[config.mk]
export PLATFORM = sky130hd
export DESIGN_NAME = spi_master_multi
export DESIGN_NICKNAME = d
export VERILOG_FILES = /design/src/rtl/spi_master_multi.sv
export SDC_FILE = /design/constraint.sdc
export NUM_CORES = 1
export LEC_CHECK = 0
export ABC_AREA = 1
export CORE_MARGIN = 2
export CORE_UTILIZATION = 35
export CTS_CLUSTER_DIAMETER = 50
export DETAILED_ROUTE_END_ITERATION = 7
export SETUP_SLACK_MARGIN = 0.2
export SYNTH_ARGS = -nofsm -noshare
export SYNTH_HDL_FRONTEND = slang
export SYNTH_SLANG_ARGS = --single-unit
[constraint.sdc]
create_clock -name clk_mmcm -period 1.6 [get_ports clk_mmcm]
set_input_delay 0.48 -clock clk_mmcm [delete_from_list [all_inputs] [get_ports clk_mmcm]]
set_output_delay 0.48 -clock clk_mmcm [all_outputs]
set_load 0.005 [all_outputs]
[src/rtl/spi_master_multi.sv]
// Full-duplex SPI master with a valid/ready word interface, per-transfer CPOL/CPHA,
// multiple chip selects and chained transfers that keep cs_n asserted between words.
module spi_master_multi #(
    parameter int DATA_W    = 8,
    parameter int CLK_DIV   = 8,
    parameter int NUM_CS    = 1,
    parameter int CS_SETUP  = 2,
    parameter int CS_HOLD   = 2,
    parameter int MSB_FIRST = 1
) (
    input  logic                                         clk_mmcm,
    input  logic                                         rst_n,
    input  logic [DATA_W-1:0]                            tx_data,
    input  logic                                         tx_valid,
    output logic                                         tx_ready,
    input  logic [((NUM_CS > 1) ? $clog2(NUM_CS) : 1)-1:0] cs_sel,
    input  logic                                         cpol,
    input  logic                                         cpha,
    input  logic                                         cont,
    output logic [DATA_W-1:0]                            rx_data,
    output logic                                         rx_valid,
    output logic                                         busy,
    output logic                                         sclk,
    output logic                                         mosi,
    input  logic                                         miso,
    output logic [NUM_CS-1:0]                            cs_n
);

    localparam int CS_W    = (NUM_CS > 1) ? $clog2(NUM_CS) : 1;
    localparam int BIT_W   = $clog2(DATA_W) + 1;
    localparam int MAX_A   = (CLK_DIV > CS_SETUP) ? CLK_DIV : CS_SETUP;
    localparam int CNT_MAX = (MAX_A > CS_HOLD) ? MAX_A : CS_HOLD;
    localparam int CNT_W   = $clog2(CNT_MAX) + 1;

    typedef enum logic [2:0] {
        S_IDLE,
        S_SETUP,
        S_XFER,
        S_HOLD,
        S_CHAIN
    } state_t;

    state_t             state_reg;
    logic [CNT_W-1:0]   cnt_reg;
    logic [BIT_W-1:0]   bit_cnt_reg;
    logic [DATA_W-1:0]  tx_shift_reg;
    logic [DATA_W-1:0]  rx_shift_reg;
    logic               cpol_reg;
    logic               cpha_reg;
    logic               cont_reg;

    logic [NUM_CS-1:0]  cs_dec;
    logic               accept;
    logic               leading;
    logic               sample_edge;
    logic               xfer_done;
    logic               edge_now;
    logic               load_cpha;

    // Out-of-range selects match no bit, so the word still runs with every cs_n high.
    genvar gi;
    generate
        for (gi = 0; gi < NUM_CS; gi++) begin : g_cs
            assign cs_dec[gi] = (cs_sel != CS_W'(gi));
        end
    endgenerate

    function automatic logic first_bit(input logic [DATA_W-1:0] w);
        return (MSB_FIRST != 0) ? w[DATA_W-1] : w[0];
    endfunction

    function automatic logic [DATA_W-1:0] shift_out(input logic [DATA_W-1:0] w);
        return (MSB_FIRST != 0) ? {w[DATA_W-2:0], 1'b0} : {1'b0, w[DATA_W-1:1]};
    endfunction

    function automatic logic [DATA_W-1:0] shift_in(input logic [DATA_W-1:0] w, input logic b);
        return (MSB_FIRST != 0) ? {w[DATA_W-2:0], b} : {b, w[DATA_W-1:1]};
    endfunction

    assign accept      = tx_valid & tx_ready;
    assign leading     = (sclk == cpol_reg);
    assign sample_edge = leading ^ cpha_reg;
    // All samples taken and sclk back at its idle level: the final trailing edge has passed.
    assign xfer_done   = (bit_cnt_reg == BIT_W'(DATA_W)) && leading;
    assign edge_now    = (cnt_reg == '0) &&
                         ((state_reg == S_SETUP) || ((state_reg == S_XFER) && !xfer_done));
    assign load_cpha   = (state_reg == S_IDLE) ? cpha : cpha_reg;

    always_ff @(posedge clk_mmcm or negedge rst_n) begin
        if (!rst_n) begin
            state_reg    <= S_IDLE;
            cnt_reg      <= '0;
            bit_cnt_reg  <= '0;
            tx_shift_reg <= '0;
            rx_shift_reg <= '0;
            cpol_reg     <= 1'b0;
            cpha_reg     <= 1'b0;
            cont_reg     <= 1'b0;
            tx_ready     <= 1'b1;
            busy         <= 1'b0;
            rx_valid     <= 1'b0;
            rx_data      <= '0;
            sclk         <= 1'b0;
            mosi         <= 1'b0;
            cs_n         <= '1;
        end else begin
            rx_valid <= 1'b0;

            case (state_reg)
                S_IDLE: begin
                    if (accept) begin
                        state_reg <= S_SETUP;
                        busy      <= 1'b1;
                        cs_n      <= cs_dec;
                        sclk      <= cpol;
                        cpol_reg  <= cpol;
                        cpha_reg  <= cpha;
                        cnt_reg   <= CNT_W'(CS_SETUP - 1);
                    end
                end
                S_SETUP: begin
                    if (cnt_reg == '0) begin
                        state_reg <= S_XFER;
                        cnt_reg   <= CNT_W'(CLK_DIV - 1);
                    end else begin
                        cnt_reg <= cnt_reg - 1'b1;
                    end
                end
                S_XFER: begin
                    if (cnt_reg != '0) begin
                        cnt_reg <= cnt_reg - 1'b1;
                    end else if (xfer_done) begin
                        state_reg <= S_HOLD;
                        rx_data   <= rx_shift_reg;
                        rx_valid  <= 1'b1;
                        cnt_reg   <= CNT_W'(CS_HOLD - 1);
                    end else begin
                        cnt_reg <= CNT_W'(CLK_DIV - 1);
                    end
                end
                S_HOLD: begin
                    if (cnt_reg != '0) begin
                        cnt_reg <= cnt_reg - 1'b1;
                    end else begin
                        tx_ready <= 1'b1;
                        if (cont_reg) begin
                            state_reg <= S_CHAIN;
                        end else begin
                            state_reg <= S_IDLE;
                            busy      <= 1'b0;
                            cs_n      <= '1;
                        end
                    end
                end
                S_CHAIN: begin
                    // Chained words keep the first word's chip select and mode.
                    if (accept) begin
                        state_reg <= S_XFER;
                        cnt_reg   <= CNT_W'(CLK_DIV - 1);
                    end
                end
                default: begin
                    state_reg <= S_IDLE;
                    busy      <= 1'b0;
                    tx_ready  <= 1'b1;
                    cs_n      <= '1;
                end
            endcase

            if (accept) begin
                tx_ready    <= 1'b0;
                cont_reg    <= cont;
                bit_cnt_reg <= '0;
                if (!load_cpha) begin
                    mosi         <= first_bit(tx_data);
                    tx_shift_reg <= shift_out(tx_data);
                end else begin
                    tx_shift_reg <= tx_data;
                end
            end

            if (edge_now) begin
                sclk <= ~sclk;
                if (sample_edge) begin
                    rx_shift_reg <= shift_in(rx_shift_reg, miso);
                    bit_cnt_reg  <= bit_cnt_reg + 1'b1;
                end else begin
                    mosi         <= first_bit(tx_shift_reg);
                    tx_shift_reg <= shift_out(tx_shift_reg);
                end
            end
        end
    end

endmodule

# Yosys cells after proc, flatten, opt, wreduce, memory -nomap -nowiden
# Cells that the tools add are included.
# totals
register_bits	44
out_inout_bits	14
elab_cells	103
# classes
addsub	2
muxes	44
n_eq_ne	16
n_bitwise	5
n_reduce_logical	21
# ops
operator	n
2-to-1 mux 4 bit	8
2-to-1 mux 8 bit	4
2-to-1 mux 3 bit	8
case mux 4 bit (5 select lines)	1
2-to-1 mux 1 bit	19
case mux 3 bit (5 select lines)	1
inequality test 2 bit (second input constant)	7
AND reduction 2 bit	4
AND reduction 4 bit	2
equality test 3 x 2 -> 1 bit (second input constant)	2
case mux 1 bit (3 select lines)	2
AND reduction 6 bit	1
nonzero test 5 bit	1
adder 4 x 1 -> 4 bit (second input constant)	1
equality test 4 bit (second input constant)	1
zero test 4 bit	1
inequality test 2 x 1 -> 1 bit (second input constant)	2
nonzero test 2 bit	2
nonzero test 4 bit	1
OR reduction 4 bit	1
subtractor 4 x 1 -> 4 bit (second input constant)	1
equality test 3 x 1 -> 1 bit (second input constant)	1
equality test 3 bit (second input constant)	1
logical AND 1 bit	3
11 further kinds	13

# Longest topological paths before layout
# Gate-level depths: netlist of the first run.
# logic_depth
ltp_word	8
mapped_depth	12

# Least setup slack after synthesis of the first run
# OpenSTA, ideal clock, no wires.
# synth_path
path_kind	register to register
start	register cnt_reg[0]
end	register cnt_reg[2]
path_slack_ns	0.084
required_ns	1.478
stages_incl_launch_ff	11
arrival_ns	1.394
path_buffers	1
path_cell_list	dfrtp_1 inv_1 ha_1 nand3_2 inv_1 nand3_1 buf_2 nand3_1 nand3_1 nand2_1 o21ai_1
# synth_via
elab_chain_len	3
elab_cells_between_ends	9
# synth_rtl
item	line	rtl
start, declared	44	logic [CNT_W-1:0] cnt_reg;
start signal, assigned	118	cnt_reg <= CNT_W'(CS_SETUP - 1);
start signal, assigned	124	cnt_reg <= CNT_W'(CLK_DIV - 1);
start signal, assigned	126	cnt_reg <= cnt_reg - 1'b1;
subtractor 4 x 1 -> 4 bit (tied with other cells)	126, 131, 143	
2-to-1 mux 4 bit (tied with other cells)	142	if (cnt_reg != '0) begin
case mux 4 bit (5 select lines) / AND reduction 4 bit (equally long branches)	n/a	
# Parallel ways exist; a longest one is shown, timed or not. The select of a mux whose other input is x is not followed.
# A chain may end at the register's enable or synchronous reset.

# Worst setup path in the final report of the first run
# layout_path
start	register bit_cnt_reg[0]
end	register rx_data[6]
# layout_via
elab_chain_len	3
# layout_rtl
item	line	rtl
start, declared	45	logic [BIT_W-1:0] bit_cnt_reg;
start signal, assigned	186	bit_cnt_reg <= bit_cnt_reg + 1'b1;
equality test 4 bit	84	assign xfer_done = (bit_cnt_reg == BIT_W'(DATA_W)) && leading;
logical AND 1 bit	84	
AND reduction 3 bit (no source line)	n/a	
end signal, assigned	134	rx_data <= rx_shift_reg;
end, declared	20	output logic [DATA_W-1:0] rx_data,
# No other way between the ends.

==> results of run 1 <==
[critical path: cells and delay by family (launching register included)]
kind            cells  cell delay [ns]
buf+inv             5             0.51
flops               1             0.40
simple gates        3             0.25
fa+ha+maj           1             0.14
compound gates      1             0.12
[final cells by class]
cell class                      count  area, sq um
Inverter                           41          166
Tap cell                           77         96.3
Multi-Input combinational cell    223         1410
Sequential cell                    44         1110
Timing Repair Buffer               91          842
Clock buffer                        5         68.8
Fill cell                         550         2690
Clock inverter                      3         42.5
[metrics by stage]
| stage | instance area (sq um) | cells | power, mW |
|---|---|---|---|
| 3_3_place_gp | 2900 | 437 | 4.54 |
| 4_1_cts | 3400 | 467 | 6.38 |
| 5_1_grt | 3730 | 484 | 7.66 |
| 3_5_place_dp | 2900 | 437 | 4.56 |
| 2_1_floorplan | 2370 | 315 | 3.65 |
| 6_report | 3730 | 484 | 7.13 |
[routing by layer]
layer  vias up  global-route usage, %
li1       1181                      -
met1      1115                   21.4
met2        44                   27.6
met3         9                   3.56
met4         0                   7.65
met5         -                      0
[synth_stat cells (4+ instances only)]
| cell | count | area share (%) |
|---|---|---|
| a21oi_1 | 7 | 1.5 |
| nand2_1 | 98 | 16 |
| nand3_1 | 37 | 7.9 |
| nor2_1 | 27 | 4.3 |
| o21ai_0 | 24 | 5.1 |
| nand4_1 | 4 | 1.1 |
| dfrtp_1 | 42 | 45 |
| inv_1 | 35 | 5.6 |
| inv_2 | 6 | 0.96 |
| o21ai_1 | 6 | 1.3 |
| nand2_2 | 4 | 1.1 |
[cell families (layout without fill, tap and decap cells)]
kind of cell | Yosys count | after routing | synth area share [%]
simple gates | 178 | 178 | 33.4
xor+xnor | 4 | 4 | 1.50
flops | 44 | 44 | 47.1
fa+ha+maj | 3 | 3 | 1.60
buf+inv | 48 | 140 | 8.23
compound gates | 38 | 38 | 8.18
[power by group]
group | total, mW | switching [mW] | internal (mW)
combinational | 4.45 | 2.42 | 2.02
sequential | 1.82 | 0.307 | 1.51
clock | 0.865 | 0.403 | 0.462
total | 7.13 | 3.13 | 4.00
[what timing repair did]
item | CTS | global route
gates resized for setup | 111 | 79
setup endpoints to repair | 53 | 51
gates cloned | 1 | 0
hold endpoints to repair | 0 | 0
hold buffers | 0 | 0
buffers inserted | 21 | 17
pin swaps | 20 | 18
[how the worst max path moves through the flow]
stage                         startpoint              end  slack (ns)  cells past startpoint
final                     bit_cnt_reg[0]       rx_data[6]        0.07                     10
after global routing      bit_cnt_reg[0]  tx_shift_reg[6]       -0.03                     12
after CTS                 bit_cnt_reg[0]  tx_shift_reg[1]        0.11                     12
after detailed placement        tx_valid     state_reg[0]       -0.28                      6
after global placement          tx_valid     state_reg[0]       -0.21                      7
after floorplan           bit_cnt_reg[0]  rx_shift_reg[1]        0.18                     12
==> impl_metrics.ini, run 1 <==
[status]
status = finished clean

[timing]
finalWorstPathRequiredPeriod_ns = 1.53
setup_violations = 0
worst_pin_slew_ns = 0.315
rsz0062_at_grt = true
max_freq_ghz = 0.653
fin_hold_ws_ns = 0.146
period_share_pct = 95.7
slew-limit-headroom_pct = 78.9
fin_tns_setup_ns = 0
finClkSkew_ns = 0.00717
setup_slack_ns = 0.0687
hold_viol = 0
slew_viol_final = 0

[floorplanning]
die_y_um = 85.8
start_util_pct = 36.5
fp.dieW_um = 85.8
row_count = 29
die_area_sq_um = 7360
core_area_sq_um = 6420
pin_count = 30

[finish]
n_antenna_cell = 0
syn_to_final_growth_pct = 59.4
final_nets = 425
final_common_cell = nand2_1
post-route-util_pct = 58.1
layout-drive-gt1-share_pct = 43.7
mostFrequentLayoutCells = nand2_1 (69), buf_4 (41), dfrtp_1 (40)

[setup_path]
cp_slowest_cell = dfrtp_1
worst_setup_path_start_kind = register
r2r_slack_ns = 0.07
rr_endpoint = rx_data[6]
setup.worst_path.class = reg2reg
path_cells = inv_2 -> ha_4 -> inv_4 -> nor2_4 -> buf_4 -> buf_6 -> nand3_4 -> buf_8 -> o21ai_2 -> nand2_1
crit_fanout = 8
crit_required_ns = 1.79
critPathMaxStageDelay_ns = 0.40
reg2reg_depth = 10
crit_arrival_ns = 1.73
endpoint_kind = register
r2r_start = bit_cnt_reg[0]

[power]
power.leakage_nw = 1.96
pwr_density_cell_nw_per_um2 = 1910
peakVddDrop_mv = 0.665

[clocking]
cts_sinks = 44
cts_buffer_depth = 2
cts_tree = yes
cts-root-buf = clkbuf_8
clock_latency_ns = 0.30
cts_buffers = 5
path_clk_slew_ns = 0.09
htreeDepth = 2

[placed_design]
post-place-ws_ns = -0.282
place.gp.congestion = 0.909
portBuffers = 29
dp_hpwl_um = 3780

[detailed_routing]
maxUsedRoutingLayer = met4
routed_wl_um = 6390
antenna_left = 0
wl_per_cell_um = 13.2
drc = 0
drtPass1Iterations = 4
route.met2.wl_um = 3240
viasPerCell = 4.85
met3_length_um = 207
wl_met1_um = 2830
vias = 2349
first_iter_violations = 115

[global_routing]
grt_pass1_wl_um = 9900
grt_pass1_vias = 2222
track_usage_pct = 16.8
overflow = 0
antenna_found_initial = 0
grt_max_degree = 45

[synth]
synth.net_count = 334
seq_area_frac_synth_pct = 47.1
ys_ff_latch = 44
synth_edf_count = 0
synth.distinct_cells = 24
synthArstFlopShare_pct = 100
synth_cells = 315
syn_area_sq_um = 2340
ys.flop_type = dfrtp_1
yosysWarningCount = 0
avgSynthCellArea_sq_um = 7.43

[run]
max-cap-violations = 0

[min_path]
hold_class = in2async
No activity file was read; power rests on OpenSTA's default activity.
==> inputs of run 2 (changes only) <==
--- a/config.mk
+++ b/config.mk
@@ -10,7 +10,7 @@
 export CORE_UTILIZATION = 35
 export CTS_CLUSTER_DIAMETER = 50
 export DETAILED_ROUTE_END_ITERATION = 7
-export SETUP_SLACK_MARGIN = 0.2
+export SETUP_SLACK_MARGIN = 0.15
 export SYNTH_ARGS = -nofsm -noshare
 export SYNTH_HDL_FRONTEND = slang
 export SYNTH_SLANG_ARGS = --single-unit
==> run 2 against run 1 <==
First-iteration DRC count down 10%. Highest routed layer unchanged. Clock skew up 0.0016 ns. Sequential share of layout area rose by 1.2 points. Power decreased by 6.2%. Combinational power is 6.3% lower. Worst setup slack improved by 0.030 ns. Largest power group unchanged. Clock power decreased by 15%. Sequential cell count is the same. Design area shrank 3.9%. Routed wire length down 5.5%. Non-clock buffer count down 6. Global-route usage is 0.26 points higher.
==> impl_metrics.ini, run 2 (same netlist as run 1, synthesis figures left out) <==
[status]
status = finished clean

[floorplanning]
start_util_pct = 36.5
core_area_sq_um = 6420
die_area_sq_um = 7360
pin_count = 30
row_count = 29
fp.dieW_um = 85.8
die_y_um = 85.8

[finish]
layout-drive-gt1-share_pct = 36.7
final_common_cell = nand2_1
n_antenna_cell = 0
n_fill_cell = 584
final_nets = 419
syn_to_final_growth_pct = 53.3
final_cells = 478
mostFrequentLayoutCells = nand2_1 (74), dfrtp_1 (40), buf_4 (39)
post-route-util_pct = 55.9
final_cell_area_sq_um = 3590

[timing]
hold_viol = 0
period_share_pct = 93.9
rsz0062_at_grt = true
fin_hold_ws_ns = 0.0497
worst_pin_slew_ns = 0.303
finClkSkew_ns = 0.00876
setup_violations = 0
slew_viol_final = 0
finalWorstPathRequiredPeriod_ns = 1.50
max_freq_ghz = 0.666
slew-limit-headroom_pct = 79.8

[clocking]
htreeDepth = 2
cts_tree = yes
path_clk_slew_ns = 0.09
cts_sinks = 44
cts_buffers = 5
cts_buffer_depth = 2
ctsHoldBuffers = 0
cts-root-buf = clkbuf_8
clock_latency_ns = 0.30

[placed_design]
dp_hpwl_um = 3990
place_area_sq_um = 2950
portBuffers = 29
place_inst = 443
place.gp.congestion = 0.814

[setup_path]
r2r_slack_ns = 0.1
crit_arrival_ns = 1.74
crit_fanout = 6
endpoint_kind = register
worst_setup_path_start_kind = register
reg2reg_depth = 10
r2r_start = state_reg[0]
setup.worst_path.class = reg2reg
rr_endpoint = rx_shift_reg[0]
crit_required_ns = 1.84

[global_routing]
overflow = 0
grt_pass1_wl_um = 9950
track_usage_pct = 17.1
grt_pass1_vias = 2180
antenna_found_initial = 0
grt_max_degree = 35

[power]
pwr_density_cell_nw_per_um2 = 1860
peakVddDrop_mv = 0.623
power.leakage_nw = 1.88
total_power_mw = 6.69

[detailed_routing]
routed_wl_um = 6040
viasPerCell = 4.75
wl_per_cell_um = 12.6
drc = 0
drtPass1Iterations = 4
first_iter_violations = 103
vias = 2269
antenna_left = 0

[run]
max-cap-violations = 0

[min_path]
hold_class = in2async
run 2: worst max path at each step:
stage / to / from / slack (ns)
5_1_grt: tx_shift_reg[2] / bit_cnt_reg[2] / 0.002
3_3_place_gp: state_reg[0] / tx_valid / -0.24
2_1_floorplan: rx_shift_reg[1] / bit_cnt_reg[0] / 0.15
4_1_cts: cs_n / cs_n / 0.009
3_5_place_dp: state_reg[0] / tx_valid / -0.22
6_report: rx_shift_reg[0] / state_reg[0] / 0.1
run 2: worst max-delay path, stage by stage (launching register included):
cell       delay, ns
dfrtp_2         0.45
inv_2           0.07
nand3_2         0.11
inv_2           0.11
nand2_4         0.06
nand2_4         0.09
nand2_4         0.08
nor2_4          0.17
clkbuf_16       0.19
nand2_2         0.04
nand2_1         0.05
run 2: per-stage QoR:
| step | setup TNS [ns] | setup slack [ns] |
|---|---|---|
| after floorplan | 0 | 0.152 |
| after global placement | -3.52 | -0.239 |
| after detailed placement | -3.75 | -0.224 |
| after CTS | 0 | 0.00918 |
| after global routing | 0 | 0.00208 |
| final | 0 | 0.0982 |
run 2: what timing repair did:
item                                    4_1_cts  5_1_grt
cloned                                        1        0
endpoints found under the setup margin       53       51
gates resized for setup                      73       68
pin swaps                                    11       18
endpoints found under the hold margin         0        0
buffers inserted                             16       10
run 2: area by class of cell:
class | instances | area [sq um] | area share, %
Timing Repair Buffer | 85 | 801 | 22.3
Multi-Input combinational cell | 223 | 1330 | 37.0
Clock inverter | 2 | 10.0 | 0.279
Clock buffer | 6 | 82.6 | 2.30
Tap cell | 77 | 96.3 | 2.68
Sequential cell | 44 | 1110 | 30.8
Inverter | 41 | 166 | 4.64
run 2: where the power goes:
| group | switching (mW) | total (mW) | internal, mW |
|---|---|---|---|
| sequential | 0.281 | 1.79 | 1.51 |
| combinational | 2.30 | 4.17 | 1.86 |
| clock | 0.388 | 0.733 | 0.345 |
run 2: routing by layer:
layer	vias to the layer above	part of all wire, %	wire (um)	global-route usage [%]
met3	9	2.3	140	3.27
met1	1060	46	2770	21.6
met4	0	1.8	109	5.77
li1	1174	-	-	-
met5	-	0	0	0
met2	26	50	3030	29.5
==> inputs of run 3 (changes only) <==
--- a/config.mk
+++ b/config.mk
@@ -8,6 +8,7 @@
 export ABC_AREA = 1
 export CORE_MARGIN = 2
 export CORE_UTILIZATION = 35
+export CTS_BUF_LIST = sky130_fd_sc_hd__clkbuf_4 sky130_fd_sc_hd__clkbuf_8
 export CTS_CLUSTER_DIAMETER = 50
 export DETAILED_ROUTE_END_ITERATION = 7
 export SETUP_SLACK_MARGIN = 0.15
==> results of run 3 <==
The final DEF is identical to that of run 2; final timing and power are the same.
==> edit (config.mk and constraints of run 3) <==
Set the parameter `CS_SETUP` to 4 (it was 2).
--- a/src/rtl/spi_master_multi.sv
+++ b/src/rtl/spi_master_multi.sv
@@ -4,7 +4,7 @@
     parameter int DATA_W    = 8,
     parameter int CLK_DIV   = 8,
     parameter int NUM_CS    = 1,
-    parameter int CS_SETUP  = 2,
+    parameter int CS_SETUP  = 4,
     parameter int CS_HOLD   = 2,
     parameter int MSB_FIRST = 1
 ) (
Function: changed (Yosys sat finds a counterexample within 4 cycles, from zero or initial values and one cycle with rst_n low).
==> edit against run 3 <==
  * Combinational power rose by 7.7%
  * Setup slack worse by 0.011 ns
  * Clock skew is 0.0042 ns lower
  * Cell area up 3.2%
  * Power increased by 5.3%
  * Die area is 0.21% lower
  * Wire length grew 0.81%
  * Critical path depth is 3 lower
  * Area after synthesis down 0.21%
  * Sequential cell count is the same
==> edit: results (changes against run 3) <==
Synthesis
  – Compound-cell area share of the yosys netlist: 8.195% (was 8.177%)
  – Syn_nets: 335 (was 334)
  – Sequential share of the synthesized area: 47.24% (was 47.14%)
  – Synth Area in XOR/XNOR: 1.500% (was 1.497%)
  – Syn avg cell area: 7.392 um^2 (was 7.432 um^2)

Global routing
  – M1 GR Usage: 21.58% (was 21.57%)
  – Met2 GRT Util: 29.40% (was 29.47%)

Placement
  – Dpl cell area: 2950 um^2 (was 2947 um^2)
  – DP Worst Slack: -0.2051 ns (was -0.2241 ns)
  – Placed cells: 449 (was 443)

Worst setup path
  – Slowest CP cell: clkdlybuf4s50_1 (was dfrtp_2)
  – Largest fanout on the critical path: 4 (was 6)
  – Worst r2r dst: state_reg[0] (was rx_shift_reg[0])
  – Worst R2R Path Depth: 8 (was 10)
  – Crit. Startpoint: tx_valid (was state_reg[0])
  – WP data arrival: 1.70 ns (was 1.74 ns)
  – Worst reg2reg path startpoint: cnt_reg[0] (was state_reg[0])
  – Crit path max-delay family: buffers and inverters (was simple AND/OR/NAND/NOR gates)

Outcome
  – Status: finished clean (unchanged)

Route
  – Met3 wire length: 160 um (was 140 um)
  – Met1 wire length: 2739 um (was 2768 um)
  – Mean number of vias per cell: 4.827 (was 4.747)

Finish
  – Final non-filler cell total: 490 (was 478)
  – Seq_cells: 44 (unchanged)
  – NumNets Final: 431 (was 419)
  – Multi-input combinational area share: 37.05% (was 36.96%)
  – Multi-In Gates: 224 (was 223)

Power and ir drop
  – Comb group: 4.49 mW (was 4.17 mW)
==> edit: changes by cell type in the layout (fill, tap and decap cells not counted), sizes merged <==
| cell | before | now |
|---|---|---|
| clkdlybuf4s15 | 6 | 9 |
| clkbuf | 8 | 6 |
| nand2 | 102 | 103 |
| clkinv | 2 | 0 |
| buf | 58 | 71 |
| clkinvlp | 0 | 2 |
| dlygate4sd2 | 5 | 2 |
==> edit: how the worst min path moves through the flow <==
stage | start | to | slack, ns | depth (start not counted)
floorplan | rst_n | bit_cnt_reg[0] | 0.18 | 0
global placement | busy | busy | 0.46 | 2
detailed placement | cs_n | cs_n | 0.46 | 2
CTS | rst_n | tx_shift_reg[5] | 0.14 | 1
global route | rst_n | tx_shift_reg[5] | 0.15 | 1
finish | rst_n | tx_shift_reg[5] | 0.12 | 1
==> edit: what timing repair did <==
action,CTS,global route
pin swaps,14,15
setup endpoints to repair,52,50
resized for setup,78,94
buffers inserted,15,17
gates cloned,0,1
